<file path="src/rtl/universal_register.sv">
// Multi-mode WIDTH-bit register: hold, load, shift, rotate, increment and decrement,
// with a registered carry/shift-out bit and a combinational zero flag.
module universal_register #(
  parameter int unsigned WIDTH       = 8,
  parameter logic [31:0] RESET_VALUE = 32'h0000_0000,
  parameter logic [31:0] SET_VALUE   = 32'hFFFF_FFFF
) (
  input  logic             CLK,
  input  logic             Reset,
  input  logic             Set,
  input  logic             En,
  input  logic [2:0]       Mode,
  input  logic [WIDTH-1:0] D,
  input  logic             SinL,
  input  logic             SinR,
  output logic [WIDTH-1:0] Q,
  output logic             Cout,
  output logic             Zero
);

  localparam logic [2:0] MODE_HOLD = 3'b000;
  localparam logic [2:0] MODE_LOAD = 3'b001;
  localparam logic [2:0] MODE_SHL  = 3'b010;
  localparam logic [2:0] MODE_SHR  = 3'b011;
  localparam logic [2:0] MODE_ROL  = 3'b100;
  localparam logic [2:0] MODE_ROR  = 3'b101;
  localparam logic [2:0] MODE_INC  = 3'b110;
  localparam logic [2:0] MODE_DEC  = 3'b111;

  localparam logic [WIDTH-1:0] RST_VAL = RESET_VALUE[WIDTH-1:0];
  localparam logic [WIDTH-1:0] SET_VAL = SET_VALUE[WIDTH-1:0];

  logic [WIDTH-1:0] r_q;
  logic             r_cout;
  logic [WIDTH-1:0] w_q_next;
  logic             w_cout_next;
  logic [WIDTH:0]   w_sum;
  logic [WIDTH:0]   w_diff;

  // Top bit of the (WIDTH+1)-bit result is the carry out of INC or the borrow out of DEC.
  assign w_sum  = {1'b0, r_q} + {{WIDTH{1'b0}}, 1'b1};
  assign w_diff = {1'b0, r_q} - {{WIDTH{1'b0}}, 1'b1};

  always_comb begin
    w_q_next    = r_q;
    w_cout_next = r_cout;
    case (Mode)
      MODE_HOLD: begin
        w_q_next    = r_q;
        w_cout_next = r_cout;
      end
      MODE_LOAD: begin
        w_q_next    = D;
        w_cout_next = 1'b0;
      end
      MODE_SHL: begin
        w_q_next    = {r_q[WIDTH-2:0], SinL};
        w_cout_next = r_q[WIDTH-1];
      end
      MODE_SHR: begin
        w_q_next    = {SinR, r_q[WIDTH-1:1]};
        w_cout_next = r_q[0];
      end
      MODE_ROL: begin
        w_q_next    = {r_q[WIDTH-2:0], r_q[WIDTH-1]};
        w_cout_next = r_q[WIDTH-1];
      end
      MODE_ROR: begin
        w_q_next    = {r_q[0], r_q[WIDTH-1:1]};
        w_cout_next = r_q[0];
      end
      MODE_INC: begin
        w_q_next    = w_sum[WIDTH-1:0];
        w_cout_next = w_sum[WIDTH];
      end
      MODE_DEC: begin
        w_q_next    = w_diff[WIDTH-1:0];
        w_cout_next = w_diff[WIDTH];
      end
      default: begin
        w_q_next    = r_q;
        w_cout_next = r_cout;
      end
    endcase
  end

  always_ff @(posedge CLK or posedge Reset) begin
    if (Reset) begin
      r_q    <= RST_VAL;
      r_cout <= 1'b0;
    end else if (Set) begin
      r_q    <= SET_VAL;
      r_cout <= 1'b0;
    end else if (En) begin
      r_q    <= w_q_next;
      r_cout <= w_cout_next;
    end
  end

  assign Q    = r_q;
  assign Cout = r_cout;
  assign Zero = ~|r_q;

endmodule
</file>
<file path="config.mk">
export PLATFORM = sky130hd
export DESIGN_NAME = universal_register
export DESIGN_NICKNAME = d
export VERILOG_FILES = /design/src/rtl/universal_register.sv
export SDC_FILE = /design/constraint.sdc
export NUM_CORES = 1
export LEC_CHECK = 0
export CORE_MARGIN = 5
export CORE_UTILIZATION = 50
export CTS_CLUSTER_SIZE = 28
export DETAILED_ROUTE_END_ITERATION = 8
export GPL_TIMING_DRIVEN = 0
export HOLD_SLACK_MARGIN = 0.12
export MAX_ROUTING_LAYER = met4
export PLACE_DENSITY = 0.8
export RECOVER_POWER = 100
export SYNTH_ARGS = -nofsm -noshare
export SYNTH_HDL_FRONTEND = slang
export SYNTH_SLANG_ARGS = --single-unit
</file>
<file path="constraint.sdc">
create_clock -name CLK -period 1.75 [get_ports CLK]
set_input_delay 0.35 -clock CLK [delete_from_list [all_inputs] [get_ports CLK]]
set_output_delay 0.35 -clock CLK [all_outputs]
set_load 0.02 [all_outputs]
</file>
# Yosys cells after proc, flatten, opt, wreduce, memory -nomap -nowiden
# Cells that the tools add are included.
# Widths: inputs -> output; s select.
# word_totals
register_bits	9
inputBits	17
out_inout_bits	10
wordCells	25
# classes
add_sub_neg	2
n_eq_ne	8
mux	6
n_reduce_logical	7
# op_table
op	n
$pmux 8 s7	1
$mux 8	2
$eq 3x3->1 const B	4
$add 8x1->9 const B	1
$sub 8x1->9 const B	1
$reduce_or 8->1	1
$eq 3x2->1 const B	2
$pmux 1 s5	1
$reduce_or 2->1	2
$eq 3x1->1 const B	1
$logic_not 3->1	1
$mux 1	2
$ne 2x2->1 const B	1
$reduce_and 2->1	1
$reduce_bool 2->1	1
$logic_not 1->1	1

# Longest topological paths before layout
# logic_depth
ltp_word	5
mapped_depth	8
depth_no_buf	7

# Worst setup path before layout
# No wires, ideal clock.
# synth_path
path_type	reg-to-reg
from	reg r_q[0] (netlist: Q[0])
to	reg r_cout (netlist: Cout)
setup_ns	0.122
arrival_ns	1.650
t_required_ns	1.628
path_slack_ns	-0.022
path_stages_with_launch	8
path_buffers	1
period_less_slack_ns	1.772
path_cell_list	dfrtp_1 clkbuf_2 inv_1 ha_1 and2_1 a32oi_1 o22ai_1 a32o_1
# synth_via
elab_chain_cells	4
word_cells_on_any_way	5
classes_between	add/sub (2); mux (3)
# synth_lines
item	line_no	rtl
start: declaration	33	logic [WIDTH-1:0] r_q;
start signal: assignment	95	r_q <= w_q_next;
$sub 8x1->9 or $add 8x1->9 (tied branches)	42, 41	
$pmux 1 s5 (*)	47	case (Mode)
$mux 1 (*)	94	end else if (En) begin
$mux 1 (*)	91	end else if (Set) begin
end signal: assignment	96	r_cout <= w_cout_next;
end: declaration	34	logic r_cout;
# Mark *: on every way between the ends. The rest lies on a longest branch, timed or not. The select of a mux whose other input is x is not followed.
# A chain may end at the register's enable or synchronous reset.

# Final worst setup path
# layout_path
from	reg r_q[0] (netlist: Q[0])
to	out Zero
# layout_via
elab_chain_cells	2
# layout_lines
item	line_no	rtl
$reduce_or 8->1	102	assign Zero = ~|r_q;
$logic_not 1->1	102	
end: declaration	18	output logic Zero
# Every way passes these cells.

==> summary.txt <==
STA
  – Setup TNS: -0.01111 ns
  – Slew at the pin closest to its max-slew limit: 0.3651 ns
  – Worst rel slew slack: 75.63%
  – RSZ-0062 raised after global routing: true
  – Period minus WS final: 1.761 ns
  – Final setup fails: 1
  – Clock Skew: 0.007543 ns
  – Fin crit share: 100.6%
  – Fmax: 0.5678 GHz
  – Final WS setup: -0.01111 ns
  – Hold Fails Final Rpt: 0
  – Slew Limit Fails: 0

Final layout
  – Layout Nets: 206
  – ANT cells: 0
  – Layout area overhead: 30.37%
  – Non-Filler Instances: 213
  – Leading cell type in the layout, fill and taps excluded: nor2_1
  – Layout cells sized above 1: 18.38%
  – Fin util: 68.72%
  – Most frequent cells in the layout: nor2_1, nand2_1, clkdlybuf4s50_1
  – FILL cells: 189

Critical path
  – CP max FO: 8
  – Crit Path Class: flop to primary output
  – Critical Path Start Type: flop
  – WP data arrival: 1.41 ns
  – CP endpoint kind: primary output
  – WP data required: 1.40 ns

Place
  – GPL Wtd Cong: 0.9631
  – DP HPWL: 2536 um
  – Placed cell count: 206
  – Port bufs: 23

Floorplan
  – Row count: 17
  – Die H: 58.30 um
  – Die area: 0.003398 mm2
  – # IOs: 27
  – Core area: 0.002212 mm2
  – Die Wd: 58.30 um
  – Initial core utilization: 52.71%

Routing
  – DRC Markers: 0
  – Drt wl/cell: 15.90 um
  – Vias per cell: 6.178
  – Drt first pass iters: 4
  – Via count: 1,316
  – Antenna-violating nets left: 0
  – DRT iter0 DRCs: 59
  – Post-Route WL: 3387 um

Clocking
  – Max clock buf depth: 2
  – Clock Pin Slew Worst Setup and Hold Paths: 0.07 ns
  – Htree depth: 1
  – Clk_lat worst skew: 0.26 ns
  – Clock tree from TritonCTS: done
  – CTS Buf Count: 3
  – Clock Root Buffer: clkbuf_4
  – Clk sink count: 9
  – Hold buffers post-CTS: 0

Pwr
  – Peak supply drop: 0.5900 mV
  – Pwr dens: 532.7 mW/mm2
  – P_leak: 0.6305 nW

Synthesis
  – Synth area leaders: dfrtp_1, nor2_1, mux2i_1
  – Ys async rst share: 100.0%
  – Cell taking the most area after synthesis: dfrtp_1
  – Primary FF master, synth: dfrtp_1
  – Post-synthesis sequential area ratio: 19.31%
  – Synth Instances: 155
  – FF+latch count, synth: 9
  – Post-Synthesis Cell Area: 0.001166 mm2
  – EDFF count, synth: 0
  – Share of the synthesized area in the top cell type: 19.31%
  – Syn Area/Cell: 7.523 um2
  – Post-Syn Nets: 175
  – Netlist cell types: 47
  – Yosys warning total: 0

Global routing
  – Initial antenna violation count: 0
  – Pin count of the biggest net entering global routing: 11
  – Vias in the first global route: 1,187
  – Total grt overflow: 0
  – Global-route wire length before repair: 5416 um
  – Total GRT Usage: 20.46%

Worst hold path
  – Worst hold path type: input pin to async pin

Run
  – Max Cap Violations: 0

Status
  – Failing checks: negative setup slack
  – Outcome: finished with violations
critical path, stage by stage, from the launching register on:
cell,delay [ns]
dfrtp_2,0.41
clkbuf_4,0.19
inv_2,0.11
ha_1,0.16
and3_1,0.16
buf_6,0.12
power by group:
group	internal (mW)	leakage [nW]	switching [mW]
logic	0.182	0.526	0.220
clock network	0.0880	0.0150	0.0765
registers	0.226	0.0893	0.0176
total	0.496	0.630	0.314
final timing paths:
check / startpoint / endpoint / slack (ns) / cells after the start
max in group asynchronous: Reset / Q[0] / 0.97 / 2
worst min register to register: Cout / Cout / 0.49 / 1
worst min-delay path: Reset / Cout / 0.49 / 2
min in group CLK: Cout / Cout / 0.49 / 1
worst max register to register: Q[4] / Q[3] / 0.07 / 8
worst max-delay path: Q[0] / Zero / -0.01 / 5
final cells by class:
cell class | count | area [um2] | share of cell area, %
plain buffers | 17 | 127.6 | 8.395
inverters | 6 | 22.52 | 1.481
repair buffers | 26 | 252.7 | 16.63
well taps | 28 | 35.03 | 2.305
multi-input cells | 123 | 828.3 | 54.49
flip-flops and latches | 9 | 227.7 | 14.98
clock buffers | 4 | 26.28 | 1.728
metrics by stage:
step	setup slack (ns)	total power [mW]	area (um2)	hold WS, ns
6_report	-0.01111	0.8098	1520	0.4858
3_3_place_gp	-0.3007	0.6196	1433	0.4801
3_5_place_dp	-0.3031	0.6277	1433	0.4871
5_1_grt	-0.07702	0.8608	1520	0.5179
2_1_floorplan	0.03729	0.5065	1167	0.1779
4_1_cts	-0.01987	0.7961	1468	0.3625
flip-flops by register name, summed over array words and instances, names as in the netlist:
| register | flops |
|---|---|
| Q | 8 |
| Cout | 1 |
cells in the mapped netlist (all sizes together), types with 2 or more instances:
master and number:
buf 14, o21ai 7, nor2b 3, nor3 2, nor2 17, a32oi 2
a31oi 2, mux2i 6, nand2b 4, a211oi 5, o211ai 2, o22ai 4
o221a 2, a21oi 11, a21o 2, nand3 5, ha 3, dfrtp 9
nand2 14, and2 2, o311ai 2, o21a 4, inv 6, xnor2 5
a221oi 2, clkbuf 3, a31o 2, xor2 2
repair_timing:
| action | CTS | global route |
|---|---|---|
| endpoints found under the setup margin | 6 | 4 |
| pin swaps | 1 | 3 |
| setup buffers | 0 | 3 |
| cloned | 0 | 0 |
| resized for setup | 13 | 9 |
layer usage:
layer	up-vias	GRT usage, %	part of all wire (%)
met5	-	-	0
met4	0	1.987	1.7
met1	614	26.14	42
met3	6	4.167	8.1
met2	70	34.45	48
li1	626	-	-
logic make-up after synthesis:
logic type / count (synthesis) / synth area share (%)
and+or+nand+nor: 54 / 22.53
muxes: 6 / 5.150
AOI/OAI and AO/OA: 53 / 32.62
adders and majority gates: 3 / 3.219
buffers and inverters: 23 / 11.91
xor gates and xnor gates: 7 / 5.258
DFF: 9 / 19.31
Power figures use the tool's default switching activity.
